[config.mk]
export PLATFORM = sky130hd
export DESIGN_NAME = sensor_pulse_gen
export DESIGN_NICKNAME = d
export VERILOG_FILES = /design/src/rtl/sensor_pulse_gen_pkg.sv /design/src/rtl/pulse_channel.sv /design/src/rtl/sensor_pulse_gen.sv
export SDC_FILE = /design/constraint.sdc
export NUM_CORES = 1
export LEC_CHECK = 0
export ABC_AREA = 1
export CAP_MARGIN = 10
export CORE_MARGIN = 1.5
export CORE_UTILIZATION = 45
export CTS_BUF_LIST = sky130_fd_sc_hd__clkbuf_8
export DETAILED_ROUTE_END_ITERATION = 12
export DONT_BUFFER_PORTS = 1
export PLACE_DENSITY_LB_ADDON = 0.12
export SYNTH_ARGS = -nofsm -noshare
export SYNTH_HDL_FRONTEND = slang
export SYNTH_SLANG_ARGS = --single-unit
[constraint.sdc]
create_clock -name clk -period 2.35 [get_ports clk]
set_input_delay 0.5875 -clock clk [delete_from_list [all_inputs] [get_ports clk]]
set_output_delay 0.5875 -clock clk [all_outputs]
set_load 0.02 [all_outputs]
[src/rtl/sensor_pulse_gen_pkg.sv]
// Shared motor package: controller state encoding and default bus widths
// for the sensor pulse generator and its per-motor channels.
package sensor_pulse_gen_pkg;

  // Default widths for pulse-count targets/counters and the half-period setting.
  localparam int unsigned DEF_CNT_W = 16;
  localparam int unsigned DEF_PER_W = 16;

  // Controller states.
  typedef enum logic [1:0] {
    ST_IDLE = 2'd0,
    ST_RUN  = 2'd1,
    ST_DONE = 2'd2
  } motor_state_t;

endpackage : sensor_pulse_gen_pkg

[src/rtl/pulse_channel.sv]
// One emulated motor sensor channel: emits target pulses, each a low phase
// followed by a high phase of half_per cycles, counting rising edges.
// Ports:
//   clk, reset    - clock, synchronous active-high reset
//   launch        - start-of-run strobe; latches target_in and clears state
//   run           - controller is in RUN; channel advances while set
//   halt          - abort request; forces m low and freezes the count
//   half_per      - latched half period (always >= 1 while run is set)
//   target_in     - pulse target, sampled on launch
//   m             - pulse output (registered)
//   emitted       - rising edges produced so far (registered)
//   fin_next_c    - channel will be finished after the current edge
module pulse_channel
  import sensor_pulse_gen_pkg::*;
#(
  parameter int unsigned CNT_W = DEF_CNT_W,
  parameter int unsigned PER_W = DEF_PER_W
) (
  input  logic             clk,
  input  logic             reset,
  input  logic             launch,
  input  logic             run,
  input  logic             halt,
  input  logic [PER_W-1:0] half_per,
  input  logic [CNT_W-1:0] target_in,
  output logic             m,
  output logic [CNT_W-1:0] emitted,
  output logic             fin_next_c
);

  logic [PER_W-1:0] phase_cnt;
  logic [CNT_W-1:0] target;
  logic             finished;
  logic             phase_end_c;
  logic             last_fall_c;

  // Last cycle of the current low or high phase.
  assign phase_end_c = (phase_cnt == (half_per - PER_W'(1)));

  // End of the high phase of the final pulse: the channel completes here.
  assign last_fall_c = run && !finished && m && phase_end_c && (emitted == target);

  // A zero target is complete as soon as the run is launched.
  assign fin_next_c = launch ? (target_in == '0) : (finished || last_fall_c);

  // Phase counter, output toggle, edge counter and finished flag.
  always_ff @(posedge clk) begin
    if (reset) begin
      phase_cnt <= '0;
      target    <= '0;
      finished  <= 1'b0;
      m         <= 1'b0;
      emitted   <= '0;
    end else if (launch) begin
      phase_cnt <= '0;
      target    <= target_in;
      finished  <= (target_in == '0);
      m         <= 1'b0;
      emitted   <= '0;
    end else if (run && halt) begin
      m <= 1'b0;
    end else if (run && !finished) begin
      if (phase_end_c) begin
        phase_cnt <= '0;
        if (!m) begin
          // A rise only happens while emitted < target, so no wrap.
          m       <= 1'b1;
          emitted <= emitted + CNT_W'(1);
        end else begin
          m <= 1'b0;
          if (emitted == target) begin
            finished <= 1'b1;
          end
        end
      end else begin
        phase_cnt <= phase_cnt + PER_W'(1);
      end
    end
  end

endmodule : pulse_channel

[src/rtl/sensor_pulse_gen.sv]
// Dual motor sensor pulse generator. On an accepted start it latches a shared
// half period and two pulse targets, then drives two independent pulse trains
// until both finish or stop aborts the run.
// Ports:
//   clk, reset                  - clock, synchronous active-high reset
//   start, stop                 - run request (IDLE only) / abort (stop wins)
//   half_period                 - cycles per low and per high phase (0 acts as 1)
//   pulse_count1, pulse_count2  - pulse targets for m1 / m2
//   m1, m2                      - emulated sensor pulse trains
//   emitted1, emitted2          - rising edges produced in current/last run
//   busy                        - high while running
//   done                        - one-cycle end-of-run pulse
module sensor_pulse_gen
  import sensor_pulse_gen_pkg::*;
#(
  parameter int unsigned CNT_W = DEF_CNT_W,
  parameter int unsigned PER_W = DEF_PER_W
) (
  input  logic             clk,
  input  logic             reset,
  input  logic             start,
  input  logic             stop,
  input  logic [PER_W-1:0] half_period,
  input  logic [CNT_W-1:0] pulse_count1,
  input  logic [CNT_W-1:0] pulse_count2,
  output logic             m1,
  output logic             m2,
  output logic [CNT_W-1:0] emitted1,
  output logic [CNT_W-1:0] emitted2,
  output logic             busy,
  output logic             done
);

  motor_state_t     state;
  logic [PER_W-1:0] h_q;
  logic             launch_c;
  logic             run_c;
  logic             fin1_c;
  logic             fin2_c;

  // Stop has priority over start; start is only honoured in IDLE.
  assign launch_c = (state == ST_IDLE) && start && !stop;
  assign run_c    = (state == ST_RUN);

  pulse_channel #(
    .CNT_W (CNT_W),
    .PER_W (PER_W)
  ) u_ch1 (
    .clk        (clk),
    .reset      (reset),
    .launch     (launch_c),
    .run        (run_c),
    .halt       (stop),
    .half_per   (h_q),
    .target_in  (pulse_count1),
    .m          (m1),
    .emitted    (emitted1),
    .fin_next_c (fin1_c)
  );

  pulse_channel #(
    .CNT_W (CNT_W),
    .PER_W (PER_W)
  ) u_ch2 (
    .clk        (clk),
    .reset      (reset),
    .launch     (launch_c),
    .run        (run_c),
    .halt       (stop),
    .half_per   (h_q),
    .target_in  (pulse_count2),
    .m          (m2),
    .emitted    (emitted2),
    .fin_next_c (fin2_c)
  );

  // Run controller; busy and done are registered copies of the next state so
  // they track (state == RUN) and (state == DONE) exactly.
  always_ff @(posedge clk) begin
    if (reset) begin
      state <= ST_IDLE;
      h_q   <= '0;
      busy  <= 1'b0;
      done  <= 1'b0;
    end else begin
      case (state)
        ST_IDLE: begin
          busy <= 1'b0;
          done <= 1'b0;
          if (launch_c) begin
            h_q <= (half_period == '0) ? PER_W'(1) : half_period;
            // Two zero targets complete at launch and skip RUN entirely.
            if (fin1_c && fin2_c) begin
              state <= ST_DONE;
              done  <= 1'b1;
            end else begin
              state <= ST_RUN;
              busy  <= 1'b1;
            end
          end
        end
        ST_RUN: begin
          if (stop || (fin1_c && fin2_c)) begin
            state <= ST_DONE;
            busy  <= 1'b0;
            done  <= 1'b1;
          end
        end
        ST_DONE: begin
          state <= ST_IDLE;
          busy  <= 1'b0;
          done  <= 1'b0;
        end
        default: begin
          state <= ST_IDLE;
          busy  <= 1'b0;
          done  <= 1'b0;
        end
      endcase
    end
  end

endmodule : sensor_pulse_gen

Word level (Yosys, flattened, before mapping)
Cells that the tools add are included.
{ "op_classes": {"add_sub_neg": 5, "eq_ne": 8, "bitwise_logic": 3, "mux": 31, "reduce_logical": 42} }
{ "op_table": {"columns": ["op", "count"], "rows": [
  ["$add 16x1->16 const B", 4],
  ["$eq 16x16->1", 4],
  ["$logic_not 16->1", 3],
  ["$mux 16", 3],
  ["$mux 1", 22],
  ["$reduce_bool 2->1", 8],
  ["$sub 16x1->16 const B", 1],
  ["$logic_and 1x1->1", 12],
  ["$reduce_and 2->1", 6],
  ["$reduce_and 5->1", 2],
  ["$reduce_and 4->1", 2],
  ["$mux 2", 3],
  ["$ne 2x1->1 const B", 2],
  ["$pmux 1 s2", 2],
  ["$pmux 2 s2", 1],
  ["$logic_not 1->1", 3],
  ["$logic_or 1x1->1", 3],
  ["$not 1->1", 3],
  ["$reduce_or 3->1", 1],
  ["$eq 2x1->1 const B", 1],
  ["$logic_not 2->1", 1],
  ["$ne 2x2->1 const B", 1],
  ["$reduce_or 2->1", 1]
]} }
{ "totals": {"register_bits": 120, "wordCells": 103, "inputBits": 52} }

Logic depth before layout (Yosys ltp)
{ "depth": {"ltp_word": 11, "depth_mapped": 20, "ltp_nobuf": 20} }

Cells and area by module
Synthesis repeated with hierarchy kept, for this count alone.
{ "hier_totals": {"hier_cells": 1206, "area_unflattened_um2": 7901.3} }
{ "by_module_without_submodules": {"columns": ["module", "cells_each", "instances", "area_each_um2", "seq_area_each_um2"], "rows": [
  ["pulse_channel (u_ch1)", 560, 1, 3554.7, 1001.0],
  ["pulse_channel (u_ch2)", 536, 1, 3475.8, 1001.0],
  ["sensor_pulse_gen", 110, 1, 870.8, 400.4]
]} }

Least setup slack after synthesis
OpenSTA, ideal clock, no wires.
{ "synth_path": {"path_kind": "register -> register", "start": "register h_q[0]", "end": "register u_ch1.emitted[11]", "t_arrival_ps": 2042, "path_stages_with_launch": 14, "path_buffers": 1, "period_less_slack_ps": 2175, "setup_time_ps": 132, "setup_slack_ps": 175, "cell_sequence": "dfxtp_1 > inv_2 > ha_1 > nand2_1 > nand2_1 > nand2_1 > nand2_1 > nor2_1 > nand3_1 > nor4_4 > nand4_1 > buf_4 > nand2_1 > a21oi_1"} }
{ "synth_via": {"elab_chain_len": 3} }
{ "synth_rtl": {"columns": ["item", "line", "source"], "rows": [
  ["start, declared", "sensor_pulse_gen.sv:35", "logic [PER_W-1:0] h_q;"],
  ["start signal, assigned", "sensor_pulse_gen.sv:91", "h_q <= (half_period == '0) ? PER_W'(1) : half_period;"],
  ["$sub 16x1->16", "pulse_channel.sv:38", "assign phase_end_c = (phase_cnt == (half_per - PER_W'(1)));"],
  ["$eq 16x16->1", "pulse_channel.sv:38", null],
  ["$reduce_and 4->1 (no line)", null, null],
  ["end signal, assigned", "pulse_channel.sv:68", "emitted <= emitted + CNT_W'(1);"],
  ["end, declared", "pulse_channel.sv:27", "output logic [CNT_W-1:0] emitted,"]
]} }
No other way between the ends.
A chain may end at the register's enable or synchronous reset.

Worst setup path in the final report
{ "layout_path": {"start": "register h_q[6]", "end": "register u_ch2.emitted[4]"} }
{ "layout_via": {"elab_chain_len": 3} }
{ "layout_rtl": {"columns": ["item", "line"], "rows": [
  ["$sub 16x1->16", "pulse_channel.sv:38"],
  ["$eq 16x16->1", "pulse_channel.sv:38"],
  ["$reduce_and 4->1 (no line)", null],
  ["end signal, assigned", "pulse_channel.sv:68"],
  ["end, declared", "pulse_channel.sv:27"]
]} }
No other way between the ends.

==> results.rst <==
.. list-table::
   :header-rows: 1

   * - Metric
     - Value
   * - Fraction of power spent switching nets
     - 0.334
   * - Total nets after synthesis
     - 1,121
   * - First-pass GRT wire length
     - 34,500 um
   * - Arr. time, crit path
     - 2.75 ns
   * - Reg-to-Reg End
     - u_ch2.emitted[4]
   * - Clock slew at the register clock pins of the worst setup and hold paths
     - 0.08 ns
   * - Remaining max-slew budget at the tightest pin
     - 0.610
   * - Post-detailed-route DRC marker count
     - 0
   * - Maximum clock rate
     - 426 MHz
   * - Number of synthesized flops with an enable pin
     - 0
   * - Buffer cell driving the clock tree root
     - sky130_fd_sc_hd__clkbuf_8
   * - Hold buffers post-CTS
     - 0
   * - HPWL Detailed
     - 16,800 um
   * - Cell type with the highest aggregate area in the netlist
     - sky130_fd_sc_hd__dfxtp_1
   * - Maximum clock insertion buffer count
     - 2
   * - ANT cells
     - 0
   * - Setup slack at placement
     - -0.0647 ns
   * - Amount of wire on met2 after detailed routing
     - 9670 um
   * - Standard cell area after detailed placement
     - 7770 sq um
   * - Final-report hold violation count
     - 0
   * - Final worst path period need
     - 2.35 ns
   * - Core region area
     - 15,300 sq um
   * - Fin. max-slew vios
     - 0
   * - Asr flop ratio synth
     - 0
   * - Worst hold path type
     - in -> reg
   * - Int Power
     - 3.31 mW
   * - Number of placement rows
     - 45
   * - Vias in the first global route
     - 6,709
   * - Number of top-level design ports
     - 88
   * - Leakage
     - 3.46 nW
   * - Nature of the critical path endpoint
     - flop
   * - Worst voltage drop across the vdd grid
     - 0.471 mV
   * - Number of buffers created by CTS
     - 17
   * - Power density over the cells
     - 585 nW/um^2
   * - Setup CP Type
     - reg -> reg
   * - Deepest level of the CTS H-tree
     - 4
   * - Setup TNS after final layout
     - 0 ns
   * - Clock insertion delay at the later pin of the skew report
     - 0.47 ns
   * - Share of cells above drive strength 1
     - 0.180
   * - Cells on Worst Hold Path
     - 1
   * - Tcrit/Tclk final
     - 0.999
   * - Number of synthesized register bits
     - 120
   * - Largest cells by area after synthesis
     - sky130_fd_sc_hd__dfxtp_1, sky130_fd_sc_hd__nand2_1, sky130_fd_sc_hd__nand3_1
   * - Most used flip-flop cell after synthesis
     - sky130_fd_sc_hd__dfxtp_1
   * - Antenna violations before repair
     - 0
   * - DIE WIDTH
     - 128 um
   * - Total number of vias
     - 7,224
   * - Mean routed wirelength per cell
     - 16.3 um
   * - Starting density of the core
     - 0.464
   * - Final design area excluding fillers
     - 8480 sq um
   * - Syn_area_per_cell
     - 6.65 sq um
   * - Flop2flop setup slack
     - 0.001 ns
   * - Final-stage net count
     - 1,193
   * - Post-route ant nets
     - 0
   * - TritonCTS clock tree
     - yes
   * - Worst clock skew
     - 0.0150 ns
   * - Share of synthesized area occupied by flip-flops and latches
     - 0.339
   * - Sum of routed wire length over all layers
     - 22,200 um
   * - Critical path required time
     - 2.75 ns
   * - Share of total power in the clock network
     - 0.362
   * - Die Height
     - 128 um
   * - Number of library cell types mapped by synthesis
     - 50
   * - Final setup violating endpoints
     - 0
   * - # clock sinks
     - 120
   * - Highest Signal Layer
     - met4
   * - Setup repair after global routing missed its margin
     - true
   * - Total Die Area
     - 16,500 sq um
   * - Iteration-0 DRC count of the detailed router
     - 697
   * - Maximum number of pins on one net before global-route repair
     - 34
   * - Layout Area Growth over Synthesis
     - 19.8%
   * - Endpoint of the worst hold path
     - h_q[0]
   * - Fraction of synthesized cell area taken by the top area cell type
     - 0.339
   * - Depth of the worst register-to-register path
     - 17
   * - Filler Cell Count
     - 1,534
   * - Power consumption
     - 4.96 mW
   * - Wl on met1
     - 10,200 um
   * - First-pass iteration count of the detailed router
     - 6
   * - GRT Residual Overflow
     - 0
   * - Post-DR vias/cell
     - 5.31
   * - Power spent charging and discharging nets
     - 1.65 mW
   * - Gpl congestion
     - 1.00
   * - Count of port buffers added during placement
     - 0
   * - Total routing usage reported by global routing
     - 0.273
   * - Launching point of the worst reg2reg path
     - h_q[6]
   * - Startpoint class of the critical path
     - flop
   * - Relative contribution of sequential cells to total power
     - 0.431
   * - Transition at the pin with the smallest max-transition slack
     - 0.585 ns
   * - Number of warnings printed during yosys synthesis
     - 0
   * - Run status
     - finished, final reports clean
   * - Worst Hold Launch
     - reset
   * - Routed length on met3
     - 1900 um
   * - Post-Syn Instances
     - 1,064
   * - Comb pwr share
     - 0.207
   * - Final critical-path setup slack
     - 0.00135 ns
   * - Largest fanout on the critical path
     - 6
   * - Max-capacitance violation count
     - 0
   * - Post-Synthesis Cell Area
     - 7080 sq um
-- per-layer routing --
layer,global-route usage,vias to the layer above
met5,0,-
met4,0.0853,0
met3,0.0711,40
met2,0.408,236
met1,0.385,3278
li1,-,3670
-- per-stage QoR --
step | cells | hold slack (ns) | util
2_1_floorplan | 1064 | 0.438 | -
3_3_place_gp | 1320 | 0.449 | 0.510
3_5_place_dp | 1320 | 0.456 | 0.510
4_1_cts | 1353 | 0.146 | 0.537
5_1_grt | 1360 | 0.155 | 0.556
6_report | 1360 | 0.175 | 0.556
-- kinds of logic (layout without fill, tap and decap cells) --
kind of cell / count (synthesis) / in the layout / synth area share
AND/OR/NAND/NOR: 601 / 605 / 0.395
adder cells (fa/ha/maj): 5 / 5 / 0.00884
XOR/XNOR: 53 / 53 / 0.0656
flip-flops: 120 / 120 / 0.339
buffers and inverters: 158 / 239 / 0.0878
AO/OA/AOI/OAI: 127 / 127 / 0.104
-- critical path: stages (launching register included) --
cell and delay (ns):
sky130_fd_sc_hd__dfxtp_2 0.35, sky130_fd_sc_hd__nor2_2 0.17, sky130_fd_sc_hd__buf_4 0.14, sky130_fd_sc_hd__nand2_1 0.06, sky130_fd_sc_hd__nor2_2 0.13, sky130_fd_sc_hd__nand2_1 0.06, sky130_fd_sc_hd__nand2_1 0.10, sky130_fd_sc_hd__nand2_1 0.09
sky130_fd_sc_hd__nand2_1 0.06, sky130_fd_sc_hd__nand2_1 0.11, sky130_fd_sc_hd__nor2_1 0.12, sky130_fd_sc_hd__nand2_1 0.08, sky130_fd_sc_hd__nor2_2 0.12, sky130_fd_sc_hd__and2_4 0.21, sky130_fd_sc_hd__nand3_4 0.12, sky130_fd_sc_hd__o21ai_2 0.15
sky130_fd_sc_hd__nand2_1 0.07, sky130_fd_sc_hd__nor2_1 0.13
-- placed cells by master (no fill, tap or decap), types with 3 or more instances in the layout --
| master | count |
|---|---|
| sky130_fd_sc_hd__a21oi_2 | 4 |
| sky130_fd_sc_hd__nor3_2 | 4 |
| sky130_fd_sc_hd__dfxtp_2 | 6 |
| sky130_fd_sc_hd__buf_12 | 4 |
| sky130_fd_sc_hd__nand2_4 | 8 |
| sky130_fd_sc_hd__nor2_4 | 10 |
| sky130_fd_sc_hd__nand4_1 | 29 |
| sky130_fd_sc_hd__nor4_1 | 19 |
| sky130_fd_sc_hd__o21ai_0 | 47 |
| sky130_fd_sc_hd__nor2_2 | 20 |
| sky130_fd_sc_hd__nand3b_1 | 5 |
| sky130_fd_sc_hd__a22o_1 | 8 |
| sky130_fd_sc_hd__xnor2_1 | 6 |
| sky130_fd_sc_hd__clkbuf_8 | 18 |
| sky130_fd_sc_hd__nand3_1 | 112 |
| sky130_fd_sc_hd__clkinvlp_4 | 7 |
| sky130_fd_sc_hd__buf_4 | 66 |
| sky130_fd_sc_hd__a21oi_1 | 34 |
| sky130_fd_sc_hd__and2_4 | 3 |
| sky130_fd_sc_hd__nand2_1 | 233 |
| sky130_fd_sc_hd__o21a_1 | 3 |
| sky130_fd_sc_hd__nor3_1 | 33 |
| sky130_fd_sc_hd__dfxtp_1 | 114 |
| sky130_fd_sc_hd__xor2_1 | 47 |
| sky130_fd_sc_hd__nand3_2 | 4 |
| sky130_fd_sc_hd__ha_1 | 4 |
| sky130_fd_sc_hd__o22ai_1 | 11 |
| sky130_fd_sc_hd__inv_2 | 8 |
| sky130_fd_sc_hd__o21ai_2 | 3 |
| sky130_fd_sc_hd__nor2_1 | 85 |
| sky130_fd_sc_hd__o21ai_1 | 7 |
| sky130_fd_sc_hd__inv_1 | 129 |
| sky130_fd_sc_hd__nand2_2 | 22 |
| sky130_fd_sc_hd__a221oi_1 | 3 |
-- state kept, by name, indices dropped and copies added, names as in the netlist, 2 cells and up --
signal / cells
u_ch2.phase_cnt: 16
u_ch1.phase_cnt: 16
state: 2
u_ch1.emitted: 16
u_ch1.target: 16
u_ch2.emitted: 16
h_q: 16
u_ch2.target: 16
-- synth_stat cells, types with 3 or more instances --
library cell / instances
sky130_fd_sc_hd__a21oi_1: 36
sky130_fd_sc_hd__a221oi_1: 3
sky130_fd_sc_hd__a22o_1: 8
sky130_fd_sc_hd__buf_4: 3
sky130_fd_sc_hd__clkbuf_1: 15
sky130_fd_sc_hd__dfxtp_1: 120
sky130_fd_sc_hd__ha_1: 5
sky130_fd_sc_hd__inv_1: 131
sky130_fd_sc_hd__inv_2: 4
sky130_fd_sc_hd__nand2_1: 249
sky130_fd_sc_hd__nand2_2: 11
sky130_fd_sc_hd__nand3_1: 116
sky130_fd_sc_hd__nand3b_1: 5
sky130_fd_sc_hd__nand4_1: 29
sky130_fd_sc_hd__nor2_1: 100
sky130_fd_sc_hd__nor2_2: 10
sky130_fd_sc_hd__nor2_4: 4
sky130_fd_sc_hd__nor3_1: 35
sky130_fd_sc_hd__nor4_1: 21
sky130_fd_sc_hd__o21a_1: 3
sky130_fd_sc_hd__o21ai_0: 52
sky130_fd_sc_hd__o21ai_1: 3
sky130_fd_sc_hd__o22ai_1: 11
sky130_fd_sc_hd__xnor2_1: 6
sky130_fd_sc_hd__xor2_1: 47
-- timing repair --
| action | in CTS | in global routing |
|---|---|---|
| gates resized for setup | 4 | 73 |
| endpoints found under the setup margin | 29 | 71 |
| setup buffers | 1 | 3 |
| pin swaps | 2 | 18 |
| gates cloned | 0 | 4 |
-- worst max path at each step --
stage	start	to	slack, ns	cells after the start
2_1_floorplan	h_q[0]	u_ch1.emitted[11]	0.18	13
3_3_place_gp	h_q[0]	u_ch2.emitted[3]	-0.009	16
3_5_place_dp	h_q[0]	u_ch2.emitted[3]	-0.06	16
4_1_cts	h_q[0]	u_ch2.emitted[4]	-0.03	18
5_1_grt	h_q[1]	u_ch2.emitted[4]	-0.09	19
6_report	h_q[6]	u_ch2.emitted[4]	0.001	17
-- power groups by stage --
stage / Combinational (mW) / Clock (mW) / Sequential, mW
2_1_floorplan: 0.634 / 0 / 2.17
3_3_place_gp: 0.899 / 0 / 2.18
3_5_place_dp: 0.902 / 0 / 2.18
4_1_cts: 0.911 / 1.84 / 2.13
5_1_grt: 1.14 / 1.91 / 2.14
6_report: 1.03 / 1.80 / 2.14
-- layout make-up --
type,instances,area [sq um],share of cell area
Clock inverter,14,126,0.0149
Sequential cell,120,2410,0.284
Clock buffer,18,248,0.0292
Tap cell,211,264,0.0311
Multi-Input combinational cell,790,4330,0.511
Inverter,136,510,0.0602
Timing Repair Buffer,71,587,0.0692
Power figures use the tool's default switching activity.
